File: config.mk
export PLATFORM = sky130hd
export DESIGN_NAME = key_press_conditioner
export DESIGN_NICKNAME = d
export VERILOG_FILES = /design/src/rtl/key_cond_pkg.sv /design/src/rtl/key_debounce_channel.sv /design/src/rtl/key_press_conditioner.sv
export SDC_FILE = /design/constraint.sdc
export NUM_CORES = 1
export LEC_CHECK = 0
export ABC_CLOCK_PERIOD_IN_PS = 4500
export CAP_MARGIN = 10
export CELL_PAD_IN_SITES_DETAIL_PLACEMENT = 0
export CELL_PAD_IN_SITES_GLOBAL_PLACEMENT = 1
export CORE_MARGIN = 2
export CORE_UTILIZATION = 54
export CTS_BUF_LIST = sky130_fd_sc_hd__clkbuf_4
export DETAILED_ROUTE_END_ITERATION = 12
export MAX_ROUTING_LAYER = met4
export PLACE_DENSITY = 0.92
export SLEW_MARGIN = 20
export SYNTH_ARGS = -nofsm -noshare
export SYNTH_HDL_FRONTEND = slang
export SYNTH_HIERARCHICAL = 1
export SYNTH_SLANG_ARGS = --single-unit
File: constraint.sdc
create_clock -name inclk -period 4.5 [get_ports inclk]
set_input_delay 0.45 -clock inclk [delete_from_list [all_inputs] [get_ports inclk]]
set_output_delay 0.45 -clock inclk [all_outputs]
set_load 0.02 [all_outputs]
File: src/rtl/key_cond_pkg.sv
// rtl/key_cond_pkg.sv - shared types and constants for the key press conditioner
// Purpose: per-key FSM state encoding, key count, and a sizing helper.
// Ports: none (package).
package key_cond_pkg;

  localparam int NUM_KEYS = 3;

  typedef enum logic [1:0] {
    IDLE         = 2'd0,
    PRESS_WAIT   = 2'd1,
    HELD         = 2'd2,
    RELEASE_WAIT = 2'd3
  } key_state_t;

  function automatic int max3(input int a, input int b, input int c);
    int m;
    m = (a > b) ? a : b;
    return (m > c) ? m : c;
  endfunction

endpackage

File: src/rtl/key_debounce_channel.sv
// rtl/key_debounce_channel.sv - one key: synchronizer, debounce FSM, repeat timer
// Purpose: debounce a single raw push-button and produce a level plus press/repeat strobes.
// Ports:
//   clk   - clock, all state on rising edge
//   rst   - asynchronous active-high reset
//   raw   - asynchronous raw key input
//   level - debounced pressed state (registered)
//   pulse - one-cycle strobe per accepted press and per repeat (registered)
module key_debounce_channel
  import key_cond_pkg::*;
#(
  parameter int DEBOUNCE_CYCLES      = 50000,
  parameter int KEY_ACTIVE_LOW       = 1,
  parameter int REPEAT_EN            = 0,
  parameter int REPEAT_DELAY_CYCLES  = 25000000,
  parameter int REPEAT_PERIOD_CYCLES = 5000000
) (
  input  logic clk,
  input  logic rst,
  input  logic raw,
  output logic level,
  output logic pulse
);

  localparam int CW = $clog2(max3(DEBOUNCE_CYCLES, REPEAT_DELAY_CYCLES,
                                  REPEAT_PERIOD_CYCLES)) + 1;
  localparam logic RAW_IDLE = (KEY_ACTIVE_LOW != 0) ? 1'b1 : 1'b0;

  logic          sync_a, sync_b;
  logic          active;
  key_state_t    state_q, state_d;
  logic [CW-1:0] cnt_q, cnt_d;
  logic [CW-1:0] repeat_term;
  logic          rep_q, rep_d;
  logic          level_q, level_d;
  logic          pulse_q, pulse_d;

  assign active = (KEY_ACTIVE_LOW != 0) ? ~sync_b : sync_b;

  always_ff @(posedge clk or posedge rst) begin
    if (rst) begin
      sync_a  <= RAW_IDLE;
      sync_b  <= RAW_IDLE;
      state_q <= IDLE;
      cnt_q   <= '0;
      rep_q   <= 1'b0;
      level_q <= 1'b0;
      pulse_q <= 1'b0;
    end else begin
      sync_a  <= raw;
      sync_b  <= sync_a;
      state_q <= state_d;
      cnt_q   <= cnt_d;
      rep_q   <= rep_d;
      level_q <= level_d;
      pulse_q <= pulse_d;
    end
  end

  // rep_q selects between the initial repeat delay and the steady repeat period.
  always_comb begin
    state_d     = state_q;
    cnt_d       = cnt_q;
    rep_d       = rep_q;
    level_d     = level_q;
    pulse_d     = 1'b0;
    repeat_term = rep_q ? CW'(REPEAT_PERIOD_CYCLES - 1) : CW'(REPEAT_DELAY_CYCLES - 1);
    case (state_q)
      IDLE: begin
        if (active) begin
          state_d = PRESS_WAIT;
          cnt_d   = '0;
        end
      end
      PRESS_WAIT: begin
        if (!active) begin
          state_d = IDLE;
          cnt_d   = '0;
        end else if (cnt_q == CW'(DEBOUNCE_CYCLES - 1)) begin
          state_d = HELD;
          level_d = 1'b1;
          pulse_d = 1'b1;
          cnt_d   = '0;
          rep_d   = 1'b0;
        end else begin
          cnt_d = cnt_q + CW'(1);
        end
      end
      HELD: begin
        if (!active) begin
          state_d = RELEASE_WAIT;
          cnt_d   = '0;
        end else if (cnt_q == repeat_term) begin
          // Timer wraps at its own terminal either way; only the strobe is gated.
          pulse_d = (REPEAT_EN != 0);
          cnt_d   = '0;
          rep_d   = 1'b1;
        end else begin
          cnt_d = cnt_q + CW'(1);
        end
      end
      RELEASE_WAIT: begin
        if (active) begin
          state_d = HELD;
          cnt_d   = '0;
          rep_d   = 1'b0;
        end else if (cnt_q == CW'(DEBOUNCE_CYCLES - 1)) begin
          state_d = IDLE;
          level_d = 1'b0;
          cnt_d   = '0;
        end else begin
          cnt_d = cnt_q + CW'(1);
        end
      end
      default: begin
        state_d = IDLE;
        cnt_d   = '0;
      end
    endcase
  end

  assign level = level_q;
  assign pulse = pulse_q;

endmodule

File: src/rtl/key_press_conditioner.sv
// rtl/key_press_conditioner.sv - debounced level and press/repeat strobes for three keys
// Purpose: top-level wiring of one independent debounce channel per key.
// Ports:
//   inclk     - sole clock
//   reset     - asynchronous active-high reset
//   key_raw   - raw asynchronous push-button inputs, bit n = key n
//   key_level - debounced pressed state, 1 = pressed
//   key_pulse - one-cycle press strobes plus repeat strobes
module key_press_conditioner
  import key_cond_pkg::*;
#(
  parameter int DEBOUNCE_CYCLES      = 50000,
  parameter int KEY_ACTIVE_LOW       = 1,
  parameter int REPEAT_EN            = 0,
  parameter int REPEAT_DELAY_CYCLES  = 25000000,
  parameter int REPEAT_PERIOD_CYCLES = 5000000
) (
  input  logic                inclk,
  input  logic                reset,
  input  logic [NUM_KEYS-1:0] key_raw,
  output logic [NUM_KEYS-1:0] key_level,
  output logic [NUM_KEYS-1:0] key_pulse
);

  for (genvar gi = 0; gi < NUM_KEYS; gi++) begin : g_key
    key_debounce_channel #(
      .DEBOUNCE_CYCLES     (DEBOUNCE_CYCLES),
      .KEY_ACTIVE_LOW      (KEY_ACTIVE_LOW),
      .REPEAT_EN           (REPEAT_EN),
      .REPEAT_DELAY_CYCLES (REPEAT_DELAY_CYCLES),
      .REPEAT_PERIOD_CYCLES(REPEAT_PERIOD_CYCLES)
    ) u_chan (
      .clk  (inclk),
      .rst  (reset),
      .raw  (key_raw[gi]),
      .level(key_level[gi]),
      .pulse(key_pulse[gi])
    );
  end

endmodule

**After elaboration in Yosys (flattened, before gate mapping)**

Cells that the tools add are included.

- Flip-flop bits (word level): 99
- Bits of input ports: 5
- Output and inout port bits: 6
- Word-level logic and storage cells: 174

- Add/sub/neg operators: 3
- Eq/ne operators: 48
- Mux-type cells: 84
- Reduce and logical (&&, ||, !) cells: 18

Operator list:

| kind | number |
|---|---|
| 2-to-1 mux 26 bit | 18 |
| case mux 26 bit (4 select lines) | 3 |
| adder 26 x 1 -> 26 bit (second input constant) | 3 |
| equality test 26 x 16 -> 1 bit (second input constant) | 3 |
| equality test 26 bit | 3 |
| 2-to-1 mux 25 bit | 3 |
| 2-to-1 mux 2 bit | 18 |
| 2-to-1 mux 1 bit | 33 |
| != test 2 x 1 -> 1 bit (second input constant) | 15 |
| != test 2 bit (second input constant) | 12 |
| case mux 2 bit (4 select lines) | 3 |
| AND reduction 6 bit | 3 |
| AND reduction 5 bit | 3 |
| equality test 2 bit (second input constant) | 6 |
| AND reduction 4 bit | 3 |
| != test 3 x 1 -> 1 bit (second input constant) | 3 |
| != test 3 bit (second input constant) | 3 |
| case mux 1 bit (3 select lines) | 3 |
| nonzero test 3 bit | 3 |
| equality test 2 x 1 -> 1 bit (second input constant) | 3 |
| zero test 2 bit | 3 |
| case mux 1 bit (2 select lines) | 3 |
| nonzero test 2 bit | 3 |

**Longest topological paths before layout**

Gate-level depths: netlist of the first run.

- Word-level depth: 5
- Gate-level depth with buffers: 9
- Gate-level depth less buffers: 7

**Hierarchy**

Netlist of the first run, hierarchy kept.

By module, submodules not included:

| module | instances | cells each | area each (um2) | sequential area each (um2) |
|---|---|---|---|---|
| key_debounce_channel at g_key[0].u_chan ... | 2 | 242 | 2047.0 | 828.3 |
| key_debounce_channel at g_key[2].u_chan | 1 | 206 | 1850.5 | 828.3 |

**Worst setup path before layout of the first run**

OpenSTA, ideal clock, no wires.

- Path kind: reg2reg
- Start point: register g_key[2].u_chan.cnt_q[22]
- End point: register g_key[2].u_chan.cnt_q[17]
- Library setup time: 138 ps
- Arrival time: 1972 ps
- Data required time: 4362 ps
- Slack: 2390 ps
- Stages on the path, launching flop included: 8
- Buffers on the path: 1
- Clock period less this slack: 2110 ps
- Cells stage by stage: dfrtp_1 > or3_1 > or4_1 > o22ai_1 > o21ai_2 > buf_6 > a41oi_1 > a31oi_1

- Word-level cells in the longest chain between the ends: 4
- Elaborated cells between the ends (all ways): 8
- Those cells by class: 2 x eq/ne; 6 x mux

Ends and longest elaborated chain:

| element | RTL line | RTL |
|---|---|---|
| from (decl) | key_debounce_channel.sv:32 | `logic [CW-1:0] cnt_q, cnt_d;` |
| from (signal assigned) | key_debounce_channel.sv:53 | `cnt_q <= cnt_d;` |
| equality test 26 x 16 -> 1 bit / equality test 26 bit (equally long branches) | key_debounce_channel.sv:79, key_debounce_channel.sv:107, key_debounce_channel.sv:93 |  |
| 2-to-1 mux 26 bit, on equally long branches | key_debounce_channel.sv:79, key_debounce_channel.sv:107, key_debounce_channel.sv:93 |  |
| 2-to-1 mux 26 bit, on equally long branches | key_debounce_channel.sv:103, key_debounce_channel.sv:90, key_debounce_channel.sv:76 |  |
| case mux 26 bit (4 select lines) * | key_debounce_channel.sv:68 | `case (state_q)` |

Every way passes the cells marked *; elsewhere a longest branch is shown, timed or not.
A chain may end at the register's enable or synchronous reset.

**Final worst setup path of the first run**

- Start point: register g_key[1].u_chan.cnt_q[12]
- End point: register g_key[1].u_chan.cnt_q[18]

- Word-level cells in the longest chain between the ends: 4
- Elaborated cells between the ends (all ways): 9
- Those cells by class: 1 x add/sub; 2 x eq/ne; 6 x mux

Ends and longest elaborated chain:

| element | RTL line |
|---|---|
| from (decl) | key_debounce_channel.sv:32 |
| from (signal assigned) | key_debounce_channel.sv:53 |
| adder 26 x 1 -> 26 bit (tied with other cells) | key_debounce_channel.sv:86, key_debounce_channel.sv:99, key_debounce_channel.sv:112 |
| 2-to-1 mux 26 bit, on equally long branches | key_debounce_channel.sv:79, key_debounce_channel.sv:107, key_debounce_channel.sv:93 |
| 2-to-1 mux 26 bit, on equally long branches | key_debounce_channel.sv:103, key_debounce_channel.sv:90, key_debounce_channel.sv:76 |
| case mux 26 bit (4 select lines) * | key_debounce_channel.sv:68 |

Marked as above.

==> out/summary.txt, run 1 <==
Metal2 WL: 6280 µm
Top-count cell post-synth: nand2_1
Drt total wl: 13100 µm
Max cap viols: 0
Least-Margin Pin Slew: 848 ps
Met3 Wirelength: 652 µm
Final HPWL DP: 9020 µm
Crit path DAT: 3030 ps
H-Tree Depth: 3
DR vias: 5067
Clock Skew: 21.0 ps
Share of cells above drive strength 1: 12.3%
Switching part of the total power: 26.2%
CTS clock-pin slew for the worst setup and hold paths: 160 ps
Port buffer count: 10
Post-synth EDFFs: 0
CP endpoint kind: register
HP Class: in2reg
Mapped Area: 5940 µm²
Internal power: 1.12 mW
Yosys Warn Count: 6
Switch Pwr: 0.398 mW
CTS tree: yes
# resized after CTS: 0
Max Buffers Root-to-Sink: 2
Vias in the first global route: 4703
CP max FO: 11
DR vias/cell: 6.10
Wire per inst: 15.8 µm
Synth area leaders: dfrtp_1 (39%), nand2_1 (9.2%), o22ai_2 (4.2%)
Seq pwr share: 62.0%
Post-CTS setup repair buffer count: 0
Clk Latency, worst-skew pair: 480 ps
Dpl cells: 814
# hold bufs at CTS: 0
Fin util: 58.0%
I/O pin total: 11
Initial Util: 55.1%
Nets: 693
Rows: 38
# clock sinks: 99
RSZ-0062 raised after global routing: false
Die H: 109 µm
P_leak: 2.75 nW
Filler instances: 969
Slew Limit Fails: 0
Synth area leader: dfrtp_1
Initial antenna violation count: 0
DRC Markers: 0
Asr flop ratio synth: 100%
Sum Neg Setup Slack: 0 ps
Maximum vdd drop: 0.237 mV
Root Buffer Master: clkbuf_4
Setup violations, final: 0
Fin crit share: 59.7%
Final hold violation count: 0
Max incr delay on CP: 540 ps
Final Power: 1.52 mW
Combinational Power Share: 6.2%
Area grow syn2layout: 5.37%
Initial drt markers: 317
Die area: 11900 µm²
TritonCTS Buffers: 9
Synth top area share: 39.1%
Crit path cell chain: nand2_1, or4_4, a2111oi_4, nor4_4, buf_4, nor2_2, o21ai_0
Crit path time final: 2690 ps
Seq/Total Area, Yosys: 41.8%
Outcome: complete, no violations
Top Layer Used: met4
Max_slew headroom: 43.0%
Power density over the cells: 242 nW/µm²
GPL Wtd Cong: 0.913
Total track usage: 24.9%
Fmax: 372 MHz
Pre-antenna DRT Iters: 4
M1 WL: 6070 µm
Syn Area/Cell: 8.62 µm²
Slowest cell on crit path: or4_4
Die width: 109 µm
Gr ovfl total: 0
Commonest register cell after synthesis: dfrtp_1
Startpoint Class: register
Clk pwr share: 31.9%
Core area: 10800 µm²
Post-route ant nets: 0
First-pass GRT wire length: 22900 µm
Hold_ws: 365 ps
Post-route insts no fill: 830
Cell variety after synth: 54
Synth Instances: 690
Flops & latches, synth: 99
Crit Path Category: reg2reg
Commonest cells post-synth: nand2_1 (146), dfrtp_1 (93), nor2_1 (53)
Critical Path RT: 4850 ps
Synthesized Nets: 698
Largest net degree at the start of global routing: 34
==> metrics by stage <==
stage	cell area [µm²]	setup WS [ps]
after floorplan	5940	2390
after global placement	6120	1950
after detailed placement	6120	1880
after CTS	6260	1810
after global routing	6260	1660
final	6260	1810
==> layout make-up <==
class / instances / area (µm²) / share of cell area (%)
clock inverters: 5 / 63.8 / 1.02
multi-input cells: 541 / 3230 / 51.6
flip-flops and latches: 99 / 2480 / 39.7
clock buffers: 10 / 75.1 / 1.20
inverters: 13 / 48.8 / 0.779
well taps: 140 / 175 / 2.80
diodes: 1 / 2.50 / 0.0400
repair buffers: 21 / 183 / 2.92
==> flip-flops by register name, indices dropped and copies added, names as in the netlist, named ones only <==
signal and cells:
g_key.u_chan/sync_a 3, g_key.u_chan/state_q 3, g_key.u_chan/rep_q 3, g_key.u_chan/sync_b 3, g_key.u_chan/pulse 3, g_key.u_chan/level 3, g_key.u_chan/cnt_q 78
==> final timing paths <==
check	start	to	slack [ps]	depth (start not counted)
max in group asynchronous	reset	g_key[2].u_chan/sync_b	3300	3
max reg2reg	g_key[1].u_chan/cnt_q[12]	g_key[1].u_chan/cnt_q[18]	1810	7
max	g_key[1].u_chan/cnt_q[12]	g_key[1].u_chan/cnt_q[18]	1810	7
min in group asynchronous	reset	g_key[2].u_chan/cnt_q[10]	460	2
min	key_raw[2]	g_key[2].u_chan/sync_a	360	1
min reg2reg	g_key[2].u_chan/sync_a	g_key[2].u_chan/sync_b	370	0
==> layer usage <==
metal	global-route usage [%]	vias to the layer above
met3	5.50	11
met1	33.5	2458
met5	-	-
met4	6.78	0
li1	-	2465
met2	38.4	133
==> power groups by stage <==
stage / combinational (mW) / sequential, mW / clock [mW]
floorplan: 0.0715 / 0.947 / 0
global placement: 0.0924 / 0.955 / 0
detailed placement: 0.0943 / 0.957 / 0
CTS: 0.0948 / 0.940 / 0.500
global route: 0.107 / 0.946 / 0.538
finish: 0.0937 / 0.940 / 0.484
==> worst max-delay path, delay by kind of cell, from the launching register on <==
family,cells,cell delay [ps]
buffers and inverters,1,220
AO/OA/AOI/OAI,2,670
flip-flops,1,500
AND/OR/NAND/NOR,4,1160
==> placed cells by master (no fill, tap or decap), types with 5 or more instances in the layout <==
cell / Yosys / final
or3_1: 6 / 6
xnor2_1: 10 / 10
nand4_1: 22 / 22
nor2_1: 53 / 53
buf_4: 4 / 11
and2_1: 26 / 26
or4_4: 5 / 5
or2_2: 9 / 9
nand2_1: 146 / 146
a21oi_1: 19 / 17
o22ai_2: 20 / 20
and3_1: 5 / 5
o21ai_0: 38 / 38
inv_1: 13 / 13
dfrtp_1: 93 / 93
clkdlybuf4s50_1: 0 / 10
a22o_1: 5 / 5
a31oi_1: 22 / 22
o22ai_1: 13 / 13
xor2_1: 9 / 9
nor4_1: 12 / 12
nor2b_1: 11 / 11
nand3_1: 30 / 30
clkbuf_4: 0 / 10
nor3_1: 19 / 17
dfstp_2: 6 / 6
==> logic make-up after synthesis <==
group,Yosys count,share of synthesized area (%)
fa+ha+maj,3,0.632
mux,1,0.168
compound gates,143,17.9
buf+inv,50,4.44
simple gates,375,32.2
flops,99,41.8
xor+xnor,19,2.80
No activity file was read; power rests on OpenSTA's default activity.
==> run 2: changes to the inputs <==
--- a/config.mk
+++ b/config.mk
@@ -5,16 +5,16 @@
 export SDC_FILE = /design/constraint.sdc
 export NUM_CORES = 1
 export LEC_CHECK = 0
-export ABC_CLOCK_PERIOD_IN_PS = 4500
+export ABC_CLOCK_PERIOD_IN_PS = 2750
 export CAP_MARGIN = 10
 export CELL_PAD_IN_SITES_DETAIL_PLACEMENT = 0
 export CELL_PAD_IN_SITES_GLOBAL_PLACEMENT = 1
 export CORE_MARGIN = 2
-export CORE_UTILIZATION = 54
+export CORE_UTILIZATION = 50
 export CTS_BUF_LIST = sky130_fd_sc_hd__clkbuf_4
 export DETAILED_ROUTE_END_ITERATION = 12
 export MAX_ROUTING_LAYER = met4
-export PLACE_DENSITY = 0.92
+export PLACE_DENSITY = 0.86
 export SLEW_MARGIN = 20
 export SYNTH_ARGS = -nofsm -noshare
 export SYNTH_HDL_FRONTEND = slang
==> constraint.sdc (replaced) <==
create_clock -name inclk -period 2.75 [get_ports inclk]
set_input_delay 0.275 -clock inclk [delete_from_list [all_inputs] [get_ports inclk]]
set_output_delay 0.275 -clock inclk [all_outputs]
set_load 0.02 [all_outputs]
==> out/summary.txt, run 2 (same netlist as run 1, synthesis figures left out) <==
Crit path time final: 2490 ps (-194 ps)
Rows: 39 (+2.6%)
CP max FO: 11 (unchanged)
Wire per inst: 16.0 µm (+0.94%)
Crit path from: g_key[0].u_chan/cnt_q[7]
Sequential Area: 2480 µm² (unchanged)
Gr ovfl total: 0 (unchanged)
Total track usage: 22.7% (-2.2 points)
Initial antenna violation count: 0 (unchanged)
Crit Path Category: reg2reg
Fmax: 401 MHz (+7.8%)
Power density over the cells: 381 nW/µm² (+57%)
Filler instances: 1037 (+7.0%)
Core area: 11500 µm² (+6.7%)
Max_slew headroom: 48.8% (+5.7 points)
Largest Register: g_key.u_chan/cnt_q
Worst R2R Setup Slack: 260 ps (-1560 ps)
Switching part of the total power: 27.6% (+1.4 points)
CTS tree: yes
Maximum vdd drop: 0.330 mV (+39%)
Worst R2R Start: g_key[0].u_chan/cnt_q[7]
Post-CTS setup repair buffer count: 0 (unchanged)
Area grow syn2layout: 6.86%
Post-route ant nets: 0 (unchanged)
# clock sinks: 99 (unchanged)
Port buffer count: 10 (unchanged)
Multi-input gate area: 3240 µm² (+0.35%)
TritonCTS Buffers: 9 (unchanged)
CTS clock-pin slew for the worst setup and hold paths: 160 ps (about the same)
# hold bufs at CTS: 0 (unchanged)
Final HPWL DP: 9320 µm (+3.3%)
Least-Margin Pin Slew: 762 ps (-85.9 ps)
Final hold violation count: 0 (unchanged)
Combinational Power Share: 6.4% (+0.2 points)
Drt total wl: 13500 µm (+2.8%)
Clk Latency, worst-skew pair: 480 ps (about the same)
Nets: 705 (+1.7%)
DR vias: 5006 (-1.2%)
HP Class: in2reg
Outcome: complete, no violations
Clock Skew: 13.7 ps (-7.27 ps)
Initial Util: 51.6% (-3.5 points)
Max reg flops: 78 (unchanged)
GPL Wtd Cong: 0.891 (-2.4%)
Slew Limit Fails: 0 (unchanged)
DR vias/cell: 5.92 (-3.0%)
Dpl cells: 829 (+1.8%)
Sum Neg Setup Slack: 0 ps (unchanged)
Crit path DAT: 2870 ps (-160 ps)
Root Buffer Master: clkbuf_4
Hold Path Depth: 1 (unchanged)
Max cap viols: 0 (unchanged)
Critical Path RT: 3130 ps (-1720 ps)
Startpoint Class: register
Switch Pwr: 0.668 mW (+68%)
Post-route insts no fill: 845 (+1.8%)
Vias in the first global route: 4621 (-1.7%)
H-Tree Depth: 3 (unchanged)
Die width: 113 µm (+3.8%)
DRC Markers: 0 (unchanged)
End of the critical path: g_key[0].u_chan/cnt_q[3]
I/O pin total: 11 (unchanged)
Placed cell area: 6220 µm² (+1.5%)
RSZ-0062 raised after global routing: false
R2R Path End: g_key[0].u_chan/cnt_q[3]
Max Buffers Root-to-Sink: 2 (unchanged)
Hold_ws: 181 ps (-184 ps)
First-pass GRT wire length: 22900 µm (+0.12%)
CP endpoint kind: register
Die area: 12800 µm² (+7.7%)
# resized after CTS: 0 (unchanged)
Die H: 113 µm (+3.8%)
Initial drt markers: 306 (-3.5%)
Fin crit share: 90.7% (+31 points)
Most common cell after layout, fill and taps aside: nand2_1
Fin area: 6350 µm² (+1.4%)
Commonest non-fill, non-tap cells in the layout: nand2_1 (146), dfrtp_1 (93), nor2_1 (53)
Share of cells above drive strength 1: 14.1% (+1.8 points)
Diodes inserted: 0 (-1)
R2R depth: 7 (unchanged)
P_leak: 2.80 nW (+2.0%)
Pre-antenna DRT Iters: 6 (+2)
Clk pwr share: 29.9% (-2.0 points)
Setup violations, final: 0 (unchanged)
Largest net degree at the start of global routing: 46 (+35%)
Seq pwr share: 63.7% (+1.7 points)
Internal power: 1.75 mW (+56%)
## run 2: cell count changes in the layout (fill, tap and decap cells not counted), sizes merged
| cell | before | now |
|---|---|---|
| buf | 11 | 23 |
| bufinv | 1 | 0 |
| clkinvlp | 0 | 1 |
| diode | 1 | 0 |
| inv | 14 | 15 |
## run 2: power by group through the flow
stage          Sequential [mW]  Clock, mW  Combinational (mW)
6_report                  1.54      0.723               0.155
5_1_grt                   1.55      0.805               0.176
4_1_cts                   1.54      0.760               0.157
3_5_place_dp              1.56          0               0.158
3_3_place_gp              1.56          0               0.153
2_1_floorplan             1.55          0               0.117
## run 2: how the worst min path moves through the flow
stage | to | from
after floorplan | g_key[0].u_chan/sync_a | key_raw[0]
after global placement | g_key[0].u_chan/sync_b | g_key[0].u_chan/sync_a
after detailed placement | g_key[1].u_chan/sync_b | g_key[1].u_chan/sync_a
after CTS | g_key[2].u_chan/sync_a | key_raw[2]
after global routing | g_key[0].u_chan/sync_a | key_raw[0]
final | g_key[0].u_chan/sync_a | key_raw[0]
## run 2: cell type report
type,instances,area share [%]
Inverter,13,0.768
Multi-Input combinational cell,541,51.0
Sequential cell,99,39.1
Clock inverter,6,0.788
Clock buffer,10,1.18
Tap cell,143,2.82
Timing Repair Buffer,33,4.29
## run 2: worst max-delay path: stages, from the launching register on
cell and delay (ps):
dfrtp_1 480, nor4_1 520, nand4_1 230, nor4_2 420, a21oi_2 200, buf_4 250
o21ai_0 180, o211ai_1 100
## run 2: stage by stage
step | total power, mW | util (%) | worst slack (ps)
6_report | 2.42 | 55.2 | 257
5_1_grt | 2.53 | 55.2 | 104
4_1_cts | 2.46 | 55.1 | 153
3_5_place_dp | 1.72 | 54.0 | 181
3_3_place_gp | 1.72 | 54.0 | 318
2_1_floorplan | 1.67 | - | 640
## run 2: per-layer routing
layer	vias up	wire length (µm)	GRT usage [%]
li1	2485	-	-
met1	2420	6500	31.1
met2	84	6280	34.0
met3	17	522	5.14
met4	0	182	6.67
met5	-	0	-
==> run 3: changes to the inputs <==
--- a/config.mk
+++ b/config.mk
@@ -15,6 +15,7 @@
 export DETAILED_ROUTE_END_ITERATION = 12
 export MAX_ROUTING_LAYER = met4
 export PLACE_DENSITY = 0.86
+export SETUP_SLACK_MARGIN = 0.1
 export SLEW_MARGIN = 20
 export SYNTH_ARGS = -nofsm -noshare
 export SYNTH_HDL_FRONTEND = slang
==> results of run 3 <==
Final layout, timing and power as in run 2 (identical DEF).
